--- config.mk ---
export PLATFORM = sky130hd
export DESIGN_NAME = vga_pixel_pipeline
export DESIGN_NICKNAME = d
export VERILOG_FILES = /design/src/rtl/vga_pkg.sv /design/src/rtl/vga_delay_line.sv /design/src/rtl/vga_pixel_pipeline.sv
export SDC_FILE = /design/constraint.sdc
export NUM_CORES = 1
export LEC_CHECK = 0
export ABC_AREA = 1
export CAP_MARGIN = 30
export CORE_ASPECT_RATIO = 0.7
export CORE_MARGIN = 2
export CORE_UTILIZATION = 49
export DETAILED_ROUTE_END_ITERATION = 10
export PLACE_DENSITY = 0.85
export SYNTH_ARGS = -nofsm -noshare
export SYNTH_HDL_FRONTEND = slang
export SYNTH_SLANG_ARGS = --single-unit
--- constraint.sdc ---
create_clock -name clk -period 4.65 [get_ports clk]
set_input_delay 1.1625 -clock clk [delete_from_list [all_inputs] [get_ports clk]]
set_output_delay 1.1625 -clock clk [all_outputs]
set_load 0.005 [all_outputs]
--- src/rtl/vga_pkg.sv ---
// Shared VGA definitions: 640x480@60 timing constants, framebuffer geometry,
// RGB444 pixel layout and the double-buffer swap state encoding.
package vga_pkg;

    localparam int unsigned H_VISIBLE = 640;
    localparam int unsigned H_FRONT   = 16;
    localparam int unsigned H_SYNC    = 96;
    localparam int unsigned H_BACK    = 48;
    localparam int unsigned H_TOTAL   = H_VISIBLE + H_FRONT + H_SYNC + H_BACK;

    localparam int unsigned V_VISIBLE = 480;
    localparam int unsigned V_FRONT   = 10;
    localparam int unsigned V_SYNC    = 2;
    localparam int unsigned V_BACK    = 33;
    localparam int unsigned V_TOTAL   = V_VISIBLE + V_FRONT + V_SYNC + V_BACK;

    localparam int unsigned SCALE_SHIFT = 2;
    localparam int unsigned FB_W        = H_VISIBLE >> SCALE_SHIFT;
    localparam int unsigned FB_H        = V_VISIBLE >> SCALE_SHIFT;

    typedef struct packed {
        logic [3:0] r;
        logic [3:0] g;
        logic [3:0] b;
    } pixel_t;

    typedef enum logic {
        SWAP_IDLE,
        SWAP_PENDING
    } swap_state_t;

endpackage

--- src/rtl/vga_delay_line.sv ---
// Fixed-depth shift register used to keep control bits aligned with the
// framebuffer read latency; every stage resets to RST_VAL.
module vga_delay_line #(
    parameter int unsigned             WIDTH   = 1,
    parameter int unsigned             DEPTH   = 1,
    parameter logic [WIDTH-1:0]        RST_VAL = '0
) (
    input  logic             clk,
    input  logic             rst,
    input  logic [WIDTH-1:0] d,
    output logic [WIDTH-1:0] q
);

    logic [WIDTH-1:0] stage [DEPTH];

    always_ff @(posedge clk) begin
        if (rst) begin
            for (int unsigned i = 0; i < DEPTH; i++) begin
                stage[i] <= RST_VAL;
            end
        end else begin
            stage[0] <= d;
            for (int unsigned i = 1; i < DEPTH; i++) begin
                stage[i] <= stage[i-1];
            end
        end
    end

    assign q = stage[DEPTH-1];

endmodule

--- src/rtl/vga_pixel_pipeline.sv ---
// Pixel stage: maps counter position to a framebuffer read, realigns the
// returned pixel with delayed syncs, and flips the front buffer at vblank.
module vga_pixel_pipeline #(
    parameter int unsigned H_VISIBLE   = 640,
    parameter int unsigned V_VISIBLE   = 480,
    parameter int unsigned H_CNT_W     = 10,
    parameter int unsigned V_CNT_W     = 10,
    parameter int unsigned SCALE_SHIFT = 2,
    parameter int unsigned RD_LATENCY  = 2,
    parameter int unsigned FB_ADDR_W   =
        $clog2(2 * (H_VISIBLE >> SCALE_SHIFT) * (V_VISIBLE >> SCALE_SHIFT))
) (
    input  logic                 clk,
    input  logic                 rst,
    input  logic [H_CNT_W-1:0]   h_count,
    input  logic [V_CNT_W-1:0]   v_count,
    input  logic                 h_sync,
    input  logic                 v_sync,
    output logic                 fb_rd_en,
    output logic [FB_ADDR_W-1:0] fb_rd_addr,
    input  logic [11:0]          fb_rd_data,
    output logic [3:0]           vga_r,
    output logic [3:0]           vga_g,
    output logic [3:0]           vga_b,
    output logic                 vga_hs,
    output logic                 vga_vs,
    input  logic                 swap_req,
    output logic                 swap_ack,
    output logic                 front_buf
);
    import vga_pkg::*;

    localparam int unsigned FB_COLS = H_VISIBLE >> SCALE_SHIFT;
    localparam int unsigned FB_ROWS = V_VISIBLE >> SCALE_SHIFT;
    localparam int unsigned PIPE_L  = RD_LATENCY + 2;

    localparam logic [FB_ADDR_W-1:0] BANK_SIZE  = FB_ADDR_W'(FB_COLS * FB_ROWS);
    localparam logic [FB_ADDR_W-1:0] ROW_STRIDE = FB_ADDR_W'(FB_COLS);

    logic                 active;
    logic                 swap_point;
    logic [FB_ADDR_W-1:0] fb_x;
    logic [FB_ADDR_W-1:0] fb_y;
    logic [FB_ADDR_W-1:0] pixel_addr;

    assign active     = (h_count < H_CNT_W'(H_VISIBLE)) && (v_count < V_CNT_W'(V_VISIBLE));
    assign swap_point = (v_count == V_CNT_W'(V_VISIBLE)) && (h_count == '0);

    assign fb_x       = FB_ADDR_W'(h_count >> SCALE_SHIFT);
    assign fb_y       = FB_ADDR_W'(v_count >> SCALE_SHIFT);
    assign pixel_addr = (front_buf ? BANK_SIZE : '0) + fb_y * ROW_STRIDE + fb_x;

    always_ff @(posedge clk) begin
        if (rst) begin
            fb_rd_en   <= 1'b0;
            fb_rd_addr <= '0;
        end else begin
            fb_rd_en <= active;
            if (active) begin
                fb_rd_addr <= pixel_addr;
            end
        end
    end

    swap_state_t swap_state;

    // A request coinciding with the swap point is honoured without first
    // passing through SWAP_PENDING.
    always_ff @(posedge clk) begin
        if (rst) begin
            swap_state <= SWAP_IDLE;
            front_buf  <= 1'b0;
            swap_ack   <= 1'b0;
        end else if (swap_point && (swap_state == SWAP_PENDING || swap_req)) begin
            swap_state <= SWAP_IDLE;
            front_buf  <= ~front_buf;
            swap_ack   <= 1'b1;
        end else begin
            swap_ack <= 1'b0;
            if (swap_req) begin
                swap_state <= SWAP_PENDING;
            end
        end
    end

    logic [2:0] ctl_in;
    logic [2:0] ctl_dly;

    assign ctl_in = {active, h_sync, v_sync};

    // One stage short of PIPE_L: the output register below supplies the last.
    vga_delay_line #(
        .WIDTH   (3),
        .DEPTH   (PIPE_L - 1),
        .RST_VAL (3'b011)
    ) u_ctl_dly (
        .clk (clk),
        .rst (rst),
        .d   (ctl_in),
        .q   (ctl_dly)
    );

    pixel_t pix_q;
    logic   hs_q;
    logic   vs_q;

    always_ff @(posedge clk) begin
        if (rst) begin
            pix_q <= '0;
            hs_q  <= 1'b1;
            vs_q  <= 1'b1;
        end else begin
            pix_q <= ctl_dly[2] ? pixel_t'(fb_rd_data) : '0;
            hs_q  <= ctl_dly[1];
            vs_q  <= ctl_dly[0];
        end
    end

    assign vga_r  = pix_q.r;
    assign vga_g  = pix_q.g;
    assign vga_b  = pix_q.b;
    assign vga_hs = hs_q;
    assign vga_vs = vs_q;

endmodule

==> results by group, run 1 <==
GRT
  – Initial antenna violation count: 0
  – Global-route wire length before repair: 7780 µm
  – Final global-route overflow total: 0
  – Largest net degree at the start of global routing: 26
  – Global-route usage over all layers: 0.217
  – Vias in the first global route: 1721

Worst setup path
  – Worst-case reg-to-reg path depth: 12
  – Critical Path RT: ~4.9 ns
  – Worst setup EP type: register
  – CP startpoint kind: input pin
  – Most used cell, CP: nand2_1
  – Buffers plus inverters on the worst setup path: 2
  – R2r setup slk: 2.75 ns
  – WP data arrival: approximately 3.9 ns
  – Crit path max fanout: 4
  – Class of the most critical setup path: in2reg
  – Cell breakdown of the critical path: clkdlybuf4s50_1 -> ha_1 -> ha_1 -> fa_1 -> nand3_1 -> nand2_1 -> nand2_1 -> nand2_1 -> a21oi_1 -> xor2_1 -> ha_1 -> nand3b_1 -> nand3_1 -> nand2_1 -> inv_1
  – FF-to-FF Start: front_buf$_SDFFE_PP0P_
  – Crit-path leading delay family: adder cells
  – CP max stage delay: roughly 0.54 ns
  – Slowest cell on crit path: clkdlybuf4s50_1
  – Worst flop-to-flop path endpoint: fb_rd_addr[13]$_SDFFE_PP0P_

Finish
  – Layout cells sized above 1: 0.104
  – Finished Cell Area: between 2000 and 3000 µm²
  – Layout area overhead: 41.3%
  – # fillers: between 300 and 400
  – Final Util: 0.730
  – # diodes: 0
  – Final nets: approximately 380
  – Register area: around 840 µm²
  – Multi-input gate area: 1020 µm²
  – Post-route non-filler standard cell count: about 380

Clock network
  – Post-CTS sizing: 0
  – CTS tree: built
  – Clock buffer depth: 2
  – Buffers inserted by post-CTS timing repair: 0
  – CTS Sinks: 42
  – CTS buffer count: 5
  – Root Driver: clkbuf_8
  – Clock transition at path regs: roughly 0.080 ns
  – CTS Hold Bufs: 0
  – CTS H-tree lvls: 2
  – Clock Latency Late Sink: roughly 0.28 ns

Yosys
  – Sequential share of the synthesized area: 0.413
  – Post-synth top area cell: dfxtp_1
  – Combinational family with the most area after synthesis: simple AND/OR/NAND/NOR gates
  – Mux contribution to synthesized area: 0
  – Simple-gate area share of the yosys netlist: 0.235
  – FF+latch count, synth: 42
  – Main synth FF type: dfxtp_1
  – Ys async rst share: 0
  – Top cell type's share of synthesized area: 0.413
  – Synth cell types: 32
  – Post-synthesis xor/xnor area fraction: 0.0344
  – Net count after synthesis: 312
  – Syn avg cell area: approximately 8 µm²
  – Complex-gate fraction of the synthesized area: 0.0945
  – Synth area leaders: dfxtp_1 41%, ha_1 12%, inv_1 7.0%, nor2_1 7.0%, nand2_1 5.3%
  – Synthesized area: about 2000 µm²
  – Post-Synthesis Cells: 254
  – Post-synth EDFFs: 0
  – Syn. warnings: 0
  – Area share of fa/ha/maj cells after synthesis: 0.136

Pwr
  – Cell area power density: ~300 nW/µm²
  – Static Leak: roughly 1.4 nW
  – Comb power frac: 0.230
  – Pwr Total: between 800 and 900 µW
  – P_sw: 223 µW
  – Sequential power share: 0.447
  – Int Pwr: approximately 640 µW
  – Maximum vdd drop: around 0.29 mV
  – Switching Share: 0.260
  – Clock power frac: 0.322

Placed design
  – Setup slack at placement: 0.693 ns
  – Input/output buffers: 69
  – Post-DP Area: ~2800 µm²
  – Cells after DPL: 370
  – DP Wirelength: 3780 µm
  – RePlAce Congestion: ~0.77

Routing
  – Routed wl met3: approximately 210 µm
  – M1 WL: approximately 2300 µm
  – Pre-antenna DRT Iters: 4
  – Final wirelength: just under 5000 µm
  – Max layer used: met4
  – DRT iter0 DRCs: 56
  – Routed Antenna Nets: 0
  – Met2 Routed Length: around 2300 µm
  – DRC viols: 0
  – Via count: ~1800
  – Via density per instance: ~4.8
  – DR WL/cell: between 10 and 15 µm

Hold path
  – Hold Crit Start: u_ctl_dly.stage[0][4]$_SDFF_PP1_
  – Hold path depth: 1
  – Worst Hold Class: reg2reg
  – WHS Endpoint: u_ctl_dly.stage[0][7]$_SDFF_PP1_

Timing
  – Hold Violations, Final: 0
  – Fin crit period: between 3 and 4 ns
  – Tcrit/Tclk final: 0.798
  – Max Freq: 270 MHz
  – Slew Limit Fails: 0
  – Slew HR: 0.661
  – RSZ-0062 raised after global routing: no
  – Setup ws final: about 0.94 ns
  – Final clock skew: 0.00390 ns
  – Worst Tran Pin Value: 0.508 ns
  – Hold_ws: between 0.4 and 0.5 ns
  – Sum Neg Setup Slack: 0 ns
  – # setup viols final: 0

Floorplanning
  – Area of the core: approximately 4000 µm²
  – IO Pins: 70
  – Die X-Extent: between 80 and 90 µm
  – Initial Util: 0.516
  – Die Y-Extent: between 50 and 60 µm
  – Die ar.: 4700 µm²
  – Core Rows: 19

Status
  – Status: finished clean

Flow run
  – MaxCap Viol Count: 0
==> how the worst max path moves through the flow <==
stage / startpoint / to / cells after the start
final: v_count[5] / fb_rd_addr[14]$_SDFFE_PP0P_ / 15
after global routing: v_count[5] / fb_rd_addr[14]$_SDFFE_PP0P_ / 15
after CTS: v_count[5] / fb_rd_addr[14]$_SDFFE_PP0P_ / 15
after detailed placement: v_count[5] / fb_rd_addr[15]$_SDFFE_PP0P_ / 15
after global placement: v_count[5] / fb_rd_addr[14]$_SDFFE_PP0P_ / 15
after floorplan: v_count[3] / fb_rd_addr[14]$_SDFFE_PP0P_ / 14
==> cell usage after synthesis, types with 2 or more instances <==
cell type	instances
a21oi_1	12
a21oi_2	2
clkbuf_1	3
dfxtp_1	42
fa_1	2
ha_1	19
inv_1	38
inv_2	3
nand2_1	29
nand2_2	9
nand3_1	6
nand3b_1	3
nor2_1	38
nor2_2	2
nor4_1	2
o211ai_1	2
o21ai_0	14
or2_2	8
xnor2_1	2
xor2_1	6
==> state kept, by name (all words and copies together) (netlist names) <==
name,cells
u_ctl_dly.stage,9
vga_hs,1
front_buf,1
swap_state,1
vga_r,4
fb_rd_addr,16
vga_g,4
vga_vs,1
vga_b,4
swap_ack,1
==> power by group through the flow <==
stage | logic, mW | registers (mW) | clock network [mW]
floorplan | 0.113 | 0.392 | 0
global placement | 0.190 | 0.392 | 0
detailed placement | 0.196 | 0.392 | 0
CTS | 0.198 | 0.384 | 0.281
global route | 0.220 | 0.386 | 0.296
finish | 0.198 | 0.384 | 0.276
==> cells by family after synthesis <==
kind of cell / Yosys count
adder cells (fa/ha/maj): 21
AO/OA/AOI/OAI: 34
flip-flops: 42
buffers and inverters: 46
XOR/XNOR: 8
AND/OR/NAND/NOR: 103
==> final cells by class <==
class / count / share of cell area
well taps: 52 / 0.0226
multi-input cells: 166 / 0.354
clock buffers: 5 / 0.0239
inverters: 41 / 0.0535
repair buffers: 69 / 0.240
clock inverters: 3 / 0.0139
flip-flops and latches: 42 / 0.292
==> layer usage <==
layer  GRT usage  vias up
li1            -      941
met1       0.292      814
met2       0.355       36
met3      0.0607        6
met4      0.0412        0
met5           0        -
==> cell usage in the layout, fill, tap and decap left out <==
master / n
a21o_1: 1
a21oi_1: 12
a21oi_2: 2
a31oi_1: 1
bufinv_16: 1
clkbuf_8: 5
clkdlybuf4s50_1: 69
clkinv_2: 2
dfxtp_1: 42
fa_1: 2
ha_1: 19
inv_1: 38
inv_2: 3
nand2_1: 29
nand2_2: 9
nand3_1: 6
nand3b_1: 3
nand4_1: 1
nand4_2: 1
nor2_1: 38
nor2_2: 2
nor3_1: 1
nor3b_1: 1
nor4_1: 2
o211ai_1: 2
o21a_1: 1
o21ai_0: 14
o21ai_2: 1
or2_0: 1
or2_1: 1
or2_2: 8
xnor2_1: 2
xor2_1: 6
Note: power is estimated with default switching activity, not from simulation.
==> inputs of run 2 (changes only) <==
CORE_UTILIZATION = 41   (was 49)
PLACE_DENSITY = 0.75   (was 0.85)
clock period = 3.1 ns   (was 4.65 ns; I/O delays follow)
==> run 2 against run 1 <==
Compared with the run above: design area up 8.2%; highest routed layer unchanged; count of clock-buffer cells in the layout is the same; sequential share of layout area down 2.2 points; largest power group unchanged; clock skew grew 0.0029 ns; flip-flop and latch count stayed put; worst setup slack lost 0.84 ns; largest cell class unchanged; sequential power up 50%; non-clock buffer count rose by 22; die area rose by 18%.
==> results by group, run 2 (synthesis results as in run 1) <==
Status
  – Status: finished clean

GRT
  – Final global-route overflow total: 0
  – Global-route wire length before repair: a little under 8000 µm
  – Largest net degree at the start of global routing: 26
  – Vias in the first global route: around 1700
  – Initial antenna violation count: 0
  – Global-route usage over all layers: 0.182

Clock network
  – Clock Latency Late Sink: a little under 0.3 ns
  – CTS buffer count: 5
  – CTS Sinks: 42
  – CTS tree: built
  – Clock buffer depth: 2
  – Clock transition at path regs: about 0.080 ns
  – Root Driver: clkbuf_8
  – CTS H-tree lvls: 2

Placed design
  – Input/output buffers: approximately 70
  – RePlAce Congestion: 0.777
  – DP Wirelength: 3790 µm
  – Post-DP Area: between 2000 and 3000 µm²

Worst setup path
  – Class of the most critical setup path: in2reg
  – WP data arrival: between 3 and 4 ns
  – Crit-path leading delay family: adder cells
  – Buffers plus inverters on the worst setup path: 2
  – Most used cell, CP: nand2_1
  – CP startpoint kind: input pin
  – Cell breakdown of the critical path: clkdlybuf4s50_1 -> ha_1 -> fa_2 -> nand3_1 -> nand2_1 -> nand2_1 -> nand2_1 -> a21oi_2 -> xor2_1 -> ha_1 -> nand3b_1 -> nand3_1 -> nand2_1 -> inv_1
  – CP max stage delay: approximately 0.47 ns
  – Worst setup EP type: register
  – Crit path max fanout: 3
  – Slowest cell on crit path: clkdlybuf4s50_1
  – Critical Path RT: about 3.4 ns

Timing
  – Sum Neg Setup Slack: 0 ns
  – Slew HR: 0.713
  – Slew Limit Fails: 0
  – Final clock skew: slightly below 0.007 ns
  – Fin crit period: approximately 3.0 ns
  – RSZ-0062 raised after global routing: yes
  – Worst Tran Pin Value: ~0.43 ns
  – Max Freq: about 330 MHz
  – Hold_ws: approximately 0.41 ns
  – Hold Violations, Final: 0
  – Tcrit/Tclk final: 0.967
  – # setup viols final: 0

Routing
  – DRT iter0 DRCs: between 50 and 60
  – Via density per instance: about 4.5
  – DRC viols: 0
  – Via count: 1879
  – Final wirelength: roughly 4900 µm
  – Routed Antenna Nets: 0
  – DR WL/cell: 11.8 µm
  – Pre-antenna DRT Iters: 5

Finish
  – Largest register FFs: 16
  – Commonest non-fill, non-tap cell in the layout: clkdlybuf4s50_1
  – # diodes: 0
  – Biggest register: fb_rd_addr
  – Finished Cell Area: 3110 µm²
  – Final Util: 0.651
  – Layout cells sized above 1: 0.184
  – Layout area overhead: 52.8%
  – Registers with the most flip-flops: fb_rd_addr (16), u_ctl_dly.stage (9)
  – Final nets: approximately 410
  – # fillers: 416
  – Commonest non-fill, non-tap cells in the layout: 67 x clkdlybuf4s50_1, 42 x dfxtp_1, 38 x inv_1, 38 x nor2_1, 29 x nand2_1

Floorplanning
  – Die ar.: roughly 5600 µm²
  – Area of the core: around 4800 µm²
  – Core Rows: 21
  – IO Pins: 70
  – Die Y-Extent: approximately 63 µm
  – Initial Util: 0.426
  – Die X-Extent: between 80 and 90 µm

Pwr
  – Static Leak: ~1.5 nW
  – Maximum vdd drop: roughly 0.32 mV
  – Cell area power density: 413 nW/µm²

Flow run
  – MaxCap Viol Count: 0

Hold path
  – Worst Hold Class: reg2reg
-- run 2: stage by stage --
| step | total power, mW | worst slack (ns) | cells |
|---|---|---|---|
| 4_1_cts | 1.28 | 0.0391 | 416 |
| 6_report | 1.29 | 0.101 | 417 |
| 3_5_place_dp | 0.923 | -0.357 | 408 |
| 2_1_floorplan | 0.758 | 0.242 | 254 |
| 3_3_place_gp | 0.918 | -0.279 | 408 |
| 5_1_grt | 1.36 | -0.00242 | 417 |
-- run 2: metal layers --
layer	vias up	global-route usage	routed length (µm)
met3	8	0.0502	285
met5	-	0	0
li1	983	-	-
met2	45	0.258	2120
met4	0	0.0587	66
met1	843	0.265	2440
-- run 2: report_power, final --
part / total, mW / leakage (nW) / internal, mW / switching, mW
Clock: 0.355 / 0.0447 / 0.162 / 0.193
Combinational: 0.355 / 1.06 / 0.195 / 0.159
Sequential: 0.575 / 0.344 / 0.564 / 0.0111
-- run 2: final cells by class --
type                       instances  area, µm²  share of cell area
timing repair buffer              91        857               0.275
inverter                          41        154              0.0494
clock buffer                       5       68.8              0.0221
sequential                        42        841               0.270
multi-input combinational        166       1080               0.348
clock inverter                     3       25.0             0.00804
tap                               69       86.3              0.0277
-- run 2: worst register-to-register path: stages, from the launching register on --
cell and delay (ns):
dfxtp_1 0.55, ha_1 0.34, a21oi_1 0.15, nand2_1 0.09, nand2_1 0.09, nand2_2 0.06
nand2_2 0.05, nand2_2 0.05, nand2_1 0.07, xor2_1 0.14, nand2_1 0.06, nand2_1 0.07
inv_1 0.03
-- run 2: worst paths after layout --
kind	start	to	slack [ns]	depth (start not counted)
max	v_count[4]	fb_rd_addr[14]$_SDFFE_PP0P_	0.10	14
min	u_ctl_dly.stage[0][4]$_SDFF_PP1_	u_ctl_dly.stage[0][7]$_SDFF_PP1_	0.41	1
max reg2reg	front_buf$_SDFFE_PP0P_	fb_rd_addr[13]$_SDFFE_PP0P_	1.26	12
min reg2reg	u_ctl_dly.stage[0][4]$_SDFF_PP1_	u_ctl_dly.stage[0][7]$_SDFF_PP1_	0.41	1
-- run 2: repair_timing --
| action | in CTS | in global routing |
|---|---|---|
| setup endpoints to repair | 3 | 5 |
| pin swaps | 0 | 6 |
| gates resized for setup | 3 | 8 |
| setup buffers | 0 | 1 |
| hold buffers | 0 | 0 |
==> inputs of run 3 (changes only) <==
PLACE_DENSITY = 0.74   (was 0.75)
clock period = 2.45 ns   (was 3.1 ns; I/O delays follow)
==> run 3 against run 2 <==
Compared with the run above: largest cell class unchanged; core utilization rose by 3.9 points; total power rose by 37%; via count rose by 0.27%; register-to-register slack got worse by 0.67 ns; combinational power rose by 39%; critical path depth fell by 4; die area did not move; worst hold slack got worse by 0.0053 ns; count of clock-buffer cells in the layout rose by 1; flip-flop and latch count did not move.
==> results by group, run 3 (synthesis results as in run 1) <==
Timing
  – Tcrit/Tclk final: 0.990
  – # setup viols final: 0
  – Fin crit period: between 2 and 2.5 ns
  – Max Freq: slightly above 400 MHz
  – Worst Tran Pin Value: approximately 0.40 ns
  – Final clock skew: between 0.002 and 0.0025 ns
  – Slew HR: 0.730
  – Slew Limit Fails: 0
  – RSZ-0062 raised after global routing: yes
  – Hold Violations, Final: 0
  – Setup ws final: 0.0253 ns

GRT
  – Initial antenna violation count: 0
  – Global-route usage over all layers: 0.190
  – Largest net degree at the start of global routing: 26
  – Global-route wire length before repair: between 8000 and 9000 µm
  – Final global-route overflow total: 0
  – Vias in the first global route: about 1800

Placed design
  – Input/output buffers: ~70
  – DP Wirelength: a little under 4000 µm
  – RePlAce Congestion: just over 0.8
  – Post-DP Area: 3060 µm²
  – Setup slack at placement: -0.713 ns

Clock network
  – CTS Sinks: 42
  – Clock transition at path regs: ~0.08 ns
  – CTS buffer count: 5
  – Clock Latency Late Sink: roughly 0.29 ns
  – CTS H-tree lvls: 2
  – CTS tree: built
  – Root Driver: clkbuf_8
  – Clock buffer depth: 2

Worst setup path
  – Critical Path RT: approximately 2.6 ns
  – CP max stage delay: about 0.56 ns
  – Class of the most critical setup path: in2reg
  – Crit path max fanout: 3
  – Most used cell, CP: ha_4
  – CP startpoint kind: input pin
  – Cell breakdown of the critical path: buf_8 -> ha_4 -> ha_4 -> fa_2 -> ha_4 -> a21o_1 -> a21oi_2 -> o21ai_2 -> xor2_1 -> a21oi_1
  – WP data arrival: about 2.6 ns
  – Worst setup EP type: register
  – Slowest cell on crit path: fa_2

Floorplanning
  – IO Pins: 70
  – Core Rows: 21
  – Die Y-Extent: roughly 63 µm
  – Area of the core: ~4800 µm²
  – Die X-Extent: 88.3 µm
  – Die ar.: ~5600 µm²
  – Initial Util: 0.426

Pwr
  – Static Leak: 1.51 nW
  – Cell area power density: ~530 nW/µm²
  – Maximum vdd drop: between 0.3 and 0.4 mV

Finish
  – Biggest register: fb_rd_addr
  – Final nets: around 410
  – Final Util: 0.690
  – Largest register FFs: 16
  – Finished Cell Area: 3300 µm²
  – Layout cells sized above 1: 0.261
  – # fillers: between 400 and 500
  – Commonest non-fill, non-tap cells in the layout: 60 x clkdlybuf4s50_1, 42 x dfxtp_1, 38 x nor2_1
  – Registers with the most flip-flops: fb_rd_addr (16), u_ctl_dly.stage (9)
  – Commonest non-fill, non-tap cell in the layout: clkdlybuf4s50_1
  – Layout area overhead: 61.9%
  – # diodes: 0

Routing
  – Via density per instance: ~4.4
  – DR WL/cell: ~12 µm
  – DRT iter0 DRCs: between 40 and 50
  – DRC viols: 0
  – Routed Antenna Nets: 0
  – Pre-antenna DRT Iters: 4
  – Final wirelength: around 5000 µm
  – Via count: 1884

Hold path
  – Worst Hold Class: reg2reg

Flow run
  – MaxCap Viol Count: 0

Status
  – Status: finished clean
-- run 3: changes by cell type in the layout (fill, tap and decap cells not counted), sizes merged --
cell | before | now
clkinv | 1 | 0
bufinv | 0 | 1
inv | 42 | 41
clkbuf | 5 | 7
buf | 22 | 35
dlymetal6s2s | 1 | 2
clkdlybuf4s50 | 67 | 60
-- run 3: worst paths after layout --
check | startpoint | endpoint | slack (ns) | depth (start not counted)
setup reg to reg | front_buf$_SDFFE_PP0P_ | fb_rd_addr[13]$_SDFFE_PP0P_ | 0.59 | 12
hold reg to reg | u_ctl_dly.stage[0][5]$_SDFF_PP0_ | u_ctl_dly.stage[0][8]$_SDFF_PP0_ | 0.41 | 2
setup / recovery | v_count[3] | fb_rd_addr[12]$_SDFFE_PP0P_ | 0.03 | 10
hold / removal | u_ctl_dly.stage[0][5]$_SDFF_PP0_ | u_ctl_dly.stage[0][8]$_SDFF_PP0_ | 0.41 | 2
-- run 3: per-stage QoR --
step                power, mW  setup TNS [ns]  instances  hold WS (ns)
finish                   1.76               0        425         0.406
global route             1.85          -0.281        425         0.413
floorplan               0.980          -0.166        254         0.388
global placement         1.19           -4.49        414         0.390
detailed placement       1.20           -4.65        414         0.393
CTS                      1.75         -0.0129        424         0.405
-- run 3: worst max-delay path, delay by kind of cell --
kind	cells	cell delay, ns
xor+xnor	1	0.19
fa+ha+maj	4	1.16
compound gates	4	0.54
buf+inv	1	0.10
-- run 3: routing by layer --
metal | up-vias | part of all wire | global-route usage
met5 | - | 0 | 0
met4 | 0 | 0.0042 | 0.0341
met3 | 2 | 0.040 | 0.0476
met2 | 33 | 0.47 | 0.290
met1 | 844 | 0.49 | 0.272
li1 | 1005 | - | -
-- run 3: what timing repair did --
| item | 4_1_cts | 5_1_grt |
|---|---|---|
| hold buffers | 0 | 0 |
| gates resized for setup | 33 | 15 |
| setup buffers | 2 | 1 |
| pin swaps | 12 | 27 |
| endpoints found under the setup margin | 7 | 6 |
-- run 3: report_power, final --
| group | internal (mW) | switching, mW |
|---|---|---|
| registers | 0.714 | 0.0148 |
| logic | 0.276 | 0.218 |
| clock network | 0.304 | 0.230 |
-- run 3: cell type report --
class / instances / area (µm²) / share of cell area
Clock buffer: 6 / 72.6 / 0.0220
Timing Repair Buffer: 99 / 913 / 0.277
Multi-Input combinational cell: 166 / 1200 / 0.362
Sequential cell: 42 / 841 / 0.255
Tap cell: 69 / 86.3 / 0.0262
Clock inverter: 2 / 37.5 / 0.0114
Inverter: 41 / 154 / 0.0466
